$ cat src/rtl/port_out_hs.sv
// Latched/strobed output port with an OBF/ACK handshake and interrupt request.
// Define PORT_OUT_ACK_SYNC_EN to pass ack_n through a 2-flop synchronizer before edge detection.
module port_out_hs #(
  parameter int unsigned      WIDTH     = 8,
  parameter logic [WIDTH-1:0] RESET_VAL = {WIDTH{1'b0}}
) (
  input  logic             clk,
  input  logic             reset_n,
  input  logic             mode,
  input  logic             wr_n,
  input  logic [WIDTH-1:0] din,
  input  logic             inte_set,
  input  logic             inte_clr,
  input  logic             ack_n,
  output logic [WIDTH-1:0] pout,
  output logic             obf_n,
  output logic             intr
);

  typedef enum logic [1:0] {
    StIdle  = 2'd0,
    StFull  = 2'd1,
    StAcked = 2'd2
  } state_e;

  state_e           state_q, state_d;
  logic [WIDTH-1:0] pout_q, pout_d;
  logic [WIDTH-1:0] wdat_q, wdat_d;
  logic             wr_q, wr_d;
  logic             wdet_q, wdet_d;
  logic             ack_q, ack_d;
  logic             ack_prev_q, ack_prev_d;
  logic             mode_q, mode_d;
  logic             inte_q, inte_d;
  logic             intr_q, intr_d;
  logic             ack_fall, ack_rise;

`ifdef PORT_OUT_ACK_SYNC_EN
  logic             ack_meta_q, ack_meta_d;
`endif

  // ack_q is the conditioned ack; edges are taken against its previous value.
  assign ack_fall = ack_prev_q & ~ack_q;
  assign ack_rise = ~ack_prev_q & ack_q;

  always_comb begin
    wr_d       = wr_n;
    wdet_d     = wr_q & ~wr_n;
    wdat_d     = din;
    pout_d     = wdet_q ? wdat_q : pout_q;
`ifdef PORT_OUT_ACK_SYNC_EN
    ack_meta_d = ack_n;
    ack_d      = ack_meta_q;
`else
    ack_d      = ack_n;
`endif
    ack_prev_d = ack_q;
    mode_d     = mode;
    state_d    = state_q;
    intr_d     = intr_q;

    if (inte_clr) begin
      inte_d = 1'b0;
    end else if (inte_set) begin
      inte_d = 1'b1;
    end else begin
      inte_d = inte_q;
    end

    // Mode change and basic mode both park the handshake; a write beats any ack edge.
    if ((mode != mode_q) || !mode) begin
      state_d = StIdle;
      intr_d  = 1'b0;
    end else if (wdet_q) begin
      state_d = StFull;
      intr_d  = 1'b0;
    end else begin
      case (state_q)
        StFull: begin
          if (ack_fall) state_d = StAcked;
        end
        StAcked: begin
          if (ack_rise) begin
            state_d = StIdle;
            intr_d  = inte_q;
          end
        end
        StIdle: ;
        default: state_d = StIdle;
      endcase
    end

    if (!inte_d) intr_d = 1'b0;
  end

  always_ff @(posedge clk) begin
    if (!reset_n) begin
      state_q    <= StIdle;
      pout_q     <= RESET_VAL;
      wdat_q     <= RESET_VAL;
      wr_q       <= 1'b1;
      wdet_q     <= 1'b0;
      ack_q      <= 1'b1;
      ack_prev_q <= 1'b1;
`ifdef PORT_OUT_ACK_SYNC_EN
      ack_meta_q <= 1'b1;
`endif
      mode_q     <= mode;
      inte_q     <= 1'b0;
      intr_q     <= 1'b0;
    end else begin
      state_q    <= state_d;
      pout_q     <= pout_d;
      wdat_q     <= wdat_d;
      wr_q       <= wr_d;
      wdet_q     <= wdet_d;
      ack_q      <= ack_d;
      ack_prev_q <= ack_prev_d;
`ifdef PORT_OUT_ACK_SYNC_EN
      ack_meta_q <= ack_meta_d;
`endif
      mode_q     <= mode_d;
      inte_q     <= inte_d;
      intr_q     <= intr_d;
    end
  end

  assign pout  = pout_q;
  assign obf_n = (state_q != StFull);
  assign intr  = intr_q;

endmodule
$ cat config.mk
export PLATFORM = sky130hd
export DESIGN_NAME = port_out_hs
export DESIGN_NICKNAME = d
export VERILOG_FILES = /design/src/rtl/port_out_hs.sv
export SDC_FILE = /design/constraint.sdc
export NUM_CORES = 1
export LEC_CHECK = 0
export BUFFER_PORTS_ARGS = -buffer_cell sky130_fd_sc_hd__buf_4
export CORE_UTILIZATION = 50
export CTS_BUF_LIST = sky130_fd_sc_hd__clkbuf_4 sky130_fd_sc_hd__clkbuf_8 sky130_fd_sc_hd__clkbuf_16
export CTS_CLUSTER_DIAMETER = 30
export DETAILED_ROUTE_END_ITERATION = 10
export GPL_TIMING_DRIVEN = 0
export PLACE_DENSITY = 0.81
export SLEW_MARGIN = 40
export SYNTH_ARGS = -nofsm -noshare
export SYNTH_HDL_FRONTEND = slang
export SYNTH_SLANG_ARGS = --single-unit
$ cat constraint.sdc
create_clock -name clk -period 1.9 [get_ports clk]
set_clock_uncertainty 0.15 [all_clocks]
set_input_delay 0.19 -clock clk [delete_from_list [all_inputs] [get_ports clk]]
set_output_delay 0.19 -clock clk [all_outputs]
set_load 0.1 [all_outputs]
Word level (Yosys, flattened, before mapping)

Index checks and enable logic that the tools add are counted.
W data, S select, Z words.

Flip-flop bits (word level): 25
Bits of input ports: 15
Output and inout port bits: 10
Logic and storage cells: 44

Eq/ne operators: 9
Multiplexer cells: 6
Bitwise operators: 9
Reduce and logical (&&, ||, !) cells: 9

Operators with widths:

| operator             | number |
|---|---|
| $ne A2 B2 Y1 const B | 3 |
| $ne A3 B3 Y1 const B | 2 |
| $not A1 Y1           | 6 |
| $pmux W2 S3          | 1 |
| $reduce_and A3 Y1    | 2 |
| $mux W2              | 2 |
| $reduce_or A4 Y1     | 1 |
| $and A1 B1 Y1        | 3 |
| $mux W1              | 3 |
| $reduce_or A3 Y1     | 1 |
| $eq A2 B1 Y1 const B | 1 |
| $eq A2 B2 Y1 const B | 1 |
| $logic_not A2 Y1     | 1 |
| $ne A2 B1 Y1 const B | 1 |
| $reduce_and A2 Y1    | 1 |
| $reduce_or A2 Y1     | 1 |
| $logic_not A1 Y1     | 1 |
| $logic_or A1 B1 Y1   | 1 |
| $ne A1 B1 Y1         | 1 |

Longest topological paths before layout

Depth in word-level cells: 5
Gate-level depth with buffers: 3
Depth with buffers taken out: 3

Worst setup path before layout

No wires, ideal clock.

Kind: reg-to-reg
Start: reg state_q[1]
End: reg state_q[1]
Setup time: 0.117 ns
Arrival time: 1.395 ns
Data required time: 1.633 ns
Slack: 0.238 ns
Cell stages (with the launch flop): 4
Path buffers: 0
Period minus slack after synthesis: 1.662 ns
Cell sequence: dfxtp_1 > nand2b_1 > a2bb2oi_1 > nor3_1

Longest elaborated chain between the ends: 3
Elaborated cells on any way between the ends: 8
Classes of those cells: eq/ne (4); mux (1); bitwise (1); reduce/logical (2)

Ends and longest elaborated chain:

| element                                              | line | text |
|---|---|---|
| start: declaration                                   | 26   | `state_e state_q, state_d;` |
| start signal: assignment                             | 98   | `state_q <= StIdle;` |
| start signal: assignment                             | 112  | `state_q <= state_d;` |
| $eq A2 B2 Y1 (tied with other cells)                 | 78   | `case (state_q)` |
| $ne A2 B2 Y1 (no line) or $not A1 Y1 (tied branches) | -    |  |
| $reduce_and A3 Y1 (no line)                          | -    |  |

Parallel ways exist; a longest one is shown, timed or not.
A chain may end at the register's enable or synchronous reset.

Worst setup path in the final report

Start: reg state_q[1]
End: out obf_n

Longest elaborated chain between the ends: 1

Ends and longest elaborated chain:

| element          | line | text |
|---|---|---|
| $ne A2 B1 Y1     | 129  | `assign obf_n = (state_q != StFull);` |
| end: declaration | 16   | `output logic obf_n,` |

Every way passes these cells.

==> results.md <==
- Max Slew Vio Count: 0
- Min-delay worst type: in -> reg
- Non-Filler Instances: 130
- Crit-path max FO: 4
- Initial Utilization: 54.60%
- Period utilization: 77.71%
- Post-layout min period: 1.477 ns
- RSZ-0062 raised after global routing: false
- Post-CTS sizing: 0
- Netlist cell types: 18
- Vias in the first global route: around 620
- P&R area growth vs syn: 43.31%
- Setup TNS: 0 ns
- Worst-margin pin slew: 0.3067 ns
- Average routed wire per standard cell: 11.49 um
- Mapped Area: between 800 and 900 um^2
- Die width: around 43 um
- Bufs on Longest Clock Path: 2
- DPL Wire Length: 980.1 um
- Post-route DRC: 0
- Worst-case reg-to-reg path depth: 3
- Gr usage total: 19.41%
- CTS tree: done
- Routed WL: 1.494 mm
- Inst Count DP: 113
- Initial antenna violation count: 0
- Hold Vio Cnt, Final: 0
- Htree depth: 1
- Status: complete, no violations
- Die Y: about 43 um
- Pwr dens: between 700 and 800 nW/um^2
- RD Place Congestion: 0.6715
- Fillcell total: 100
- I/O Buffers: 24
- Io pins: 25
- Setup violators final: 0
- Placed cell area: 1032 um^2
- Cells along the critical path: nand2b_1, buf_4
- Num CTS Buffers: 3
- Pre-CTS setup slack: 0.7635 ns
- Largest net degree at the start of global routing: 14
- Syn_nets: 88
- CTS Root Cell: clkbuf_4
- Clk Latency, worst-skew pair: ~0.3 ns
- Via Count: 615
- DRT iter0 DRCs: 2
- Core Rows: 14
- Slowest CP cell: dfxtp_1
- Final WS setup: 0.4235 ns
- Max Cap Violations: 0
- Die area: 1831 um^2
- Sequential area share after synthesis: about three fifths
- Via density per instance: 4.731
- Hold buffers post-CTS: 12
- Pleak: 0.0005174 uW
- WP data arrival: ~1.1 ns
- Worst VDD drop: 0.0004751 V
- Synthesized instance count: 73
- Post-route cell area: 1192 um^2
- Hold Path Stages: 3
- CTS Sinks: 25
- Syn avg cell area: 11.40 um^2
- First-pass GRT wire length: between 2 and 3 mm
- Core area: ~1500 um^2
- Number of diodes: 0
- # Post-CTS Setup Buffers: 0
- CP Launch Type: flip-flop
- Antenna Violating Nets Remaining: 0
- FMAX: 677.3 MHz
- Worst EP required: 1.56 ns
- Share of cells above drive strength 1: 26.32%
- Gr ovfl total: 0
- PnR Total Power: approximately 920 uW
- Drt first pass iters: 2
- Critical Path Sink Type: primary output
- CP peak stage delay: 0.38 ns
- Crit path kind: reg -> out
- Yosys reg bits: 25
- Max_slew headroom: 79.55%
- Final nets: 130
- Clock transition at path regs: 0.12 ns
- Synth warnings: 0
-- layout make-up --
class                   count  area, um^2  share of cell area (%)
well taps                  16       20.02                   1.679
multi-input cells          43       304.0                   25.50
inverters                   2       7.507                  0.6296
clock buffers               4       30.03                   2.518
flip-flops and latches     25       500.5                   41.97
plain buffers               3       20.02                   1.679
repair buffers             37       310.3                   26.02
-- worst paths after layout --
check	from	endpoint	slack [ns]
worst min register to register	wr_q	wdet_q	0.28
worst max register to register	ack_prev_q	intr	0.76
worst max-delay path	state_q[1]	obf_n	0.42
worst min-delay path	reset_n	state_q[0]	0.06
-- per-layer routing --
layer  up-vias  routed length, um  track usage, %
li1        318                  -               -
met2        16                789           34.55
met3         4                 50           5.106
met1       277                620           20.11
met4         0                 33           11.25
met5         -                  0               0
-- per-stage QoR --
step | utilization (%) | hold WS (ns)
finish | 78.24 | 0.05538
detailed placement | 67.73 | 0.1556
CTS | 77.59 | 0.002056
global placement | 67.73 | 0.1545
floorplan | - | 0.06772
global route | 78.24 | 0.05914
-- cells in the final DEF (no fill, tap or decap) --
cell and count:
dfxtp_1 25, nor2b_1 9, buf_4 24, buf_2 1, nand3_1 1, clkbuf_1 1, nor2_1 3, and2b_1 1
a31oi_1 1, nor3b_1 1, and2_1 8, and4bb_1 1, inv_1 2, o221a_1 1, nor3_1 2, nand2b_1 6
clkbuf_4 4, mux2i_1 8, dlygate4sd3_1 13, a2bb2oi_1 1, buf_6 1
-- critical path, delay by kind of cell, from the launching register on --
kind	cells	cell delay, ns
AND/OR/NAND/NOR	1	0.16
buffers and inverters	1	0.30
flip-flops	1	0.38
-- cells in the mapped netlist --
| cell | count | area [um^2] |
|---|---|---|
| inv_1 | 2 | 7.510 |
| mux2i_1 | 8 | 80.08 |
| dfxtp_1 | 25 | 500.5 |
| and2_1 | 8 | 50.05 |
| buf_2 | 1 | 5.000 |
| nor3b_1 | 1 | 7.510 |
| o221a_1 | 1 | 11.26 |
| nand3_1 | 1 | 5.000 |
| and2b_1 | 1 | 7.510 |
| a31oi_1 | 1 | 6.260 |
| and4bb_1 | 1 | 12.51 |
| nor3_1 | 2 | 10.01 |
| buf_6 | 1 | 11.26 |
| nor2_1 | 3 | 11.26 |
| a2bb2oi_1 | 1 | 8.760 |
| nor2b_1 | 9 | 56.30 |
| nand2b_1 | 6 | 37.54 |
| clkbuf_1 | 1 | 3.750 |
-- where the power goes --
part	internal, uW	total [uW]	switching [uW]	leakage (uW)
sequential	545	553	8.31	0.000206
clock	96.1	238	142	0.0000184
combinational	64.1	131	66.7	0.000293
total	705	921	217	0.000517
-- cells by family (layout without fill, tap and decap cells) --
kind of cell | Yosys count | count (layout) | share of synthesized area [%]
AOI/OAI and AO/OA | 3 | 3 | 3.158
DFF | 25 | 25 | 60.15
and+or+nand+nor | 32 | 32 | 23.76
muxes | 8 | 8 | 9.624
buffers and inverters | 5 | 46 | 3.308
Power figures use the tool's default switching activity.
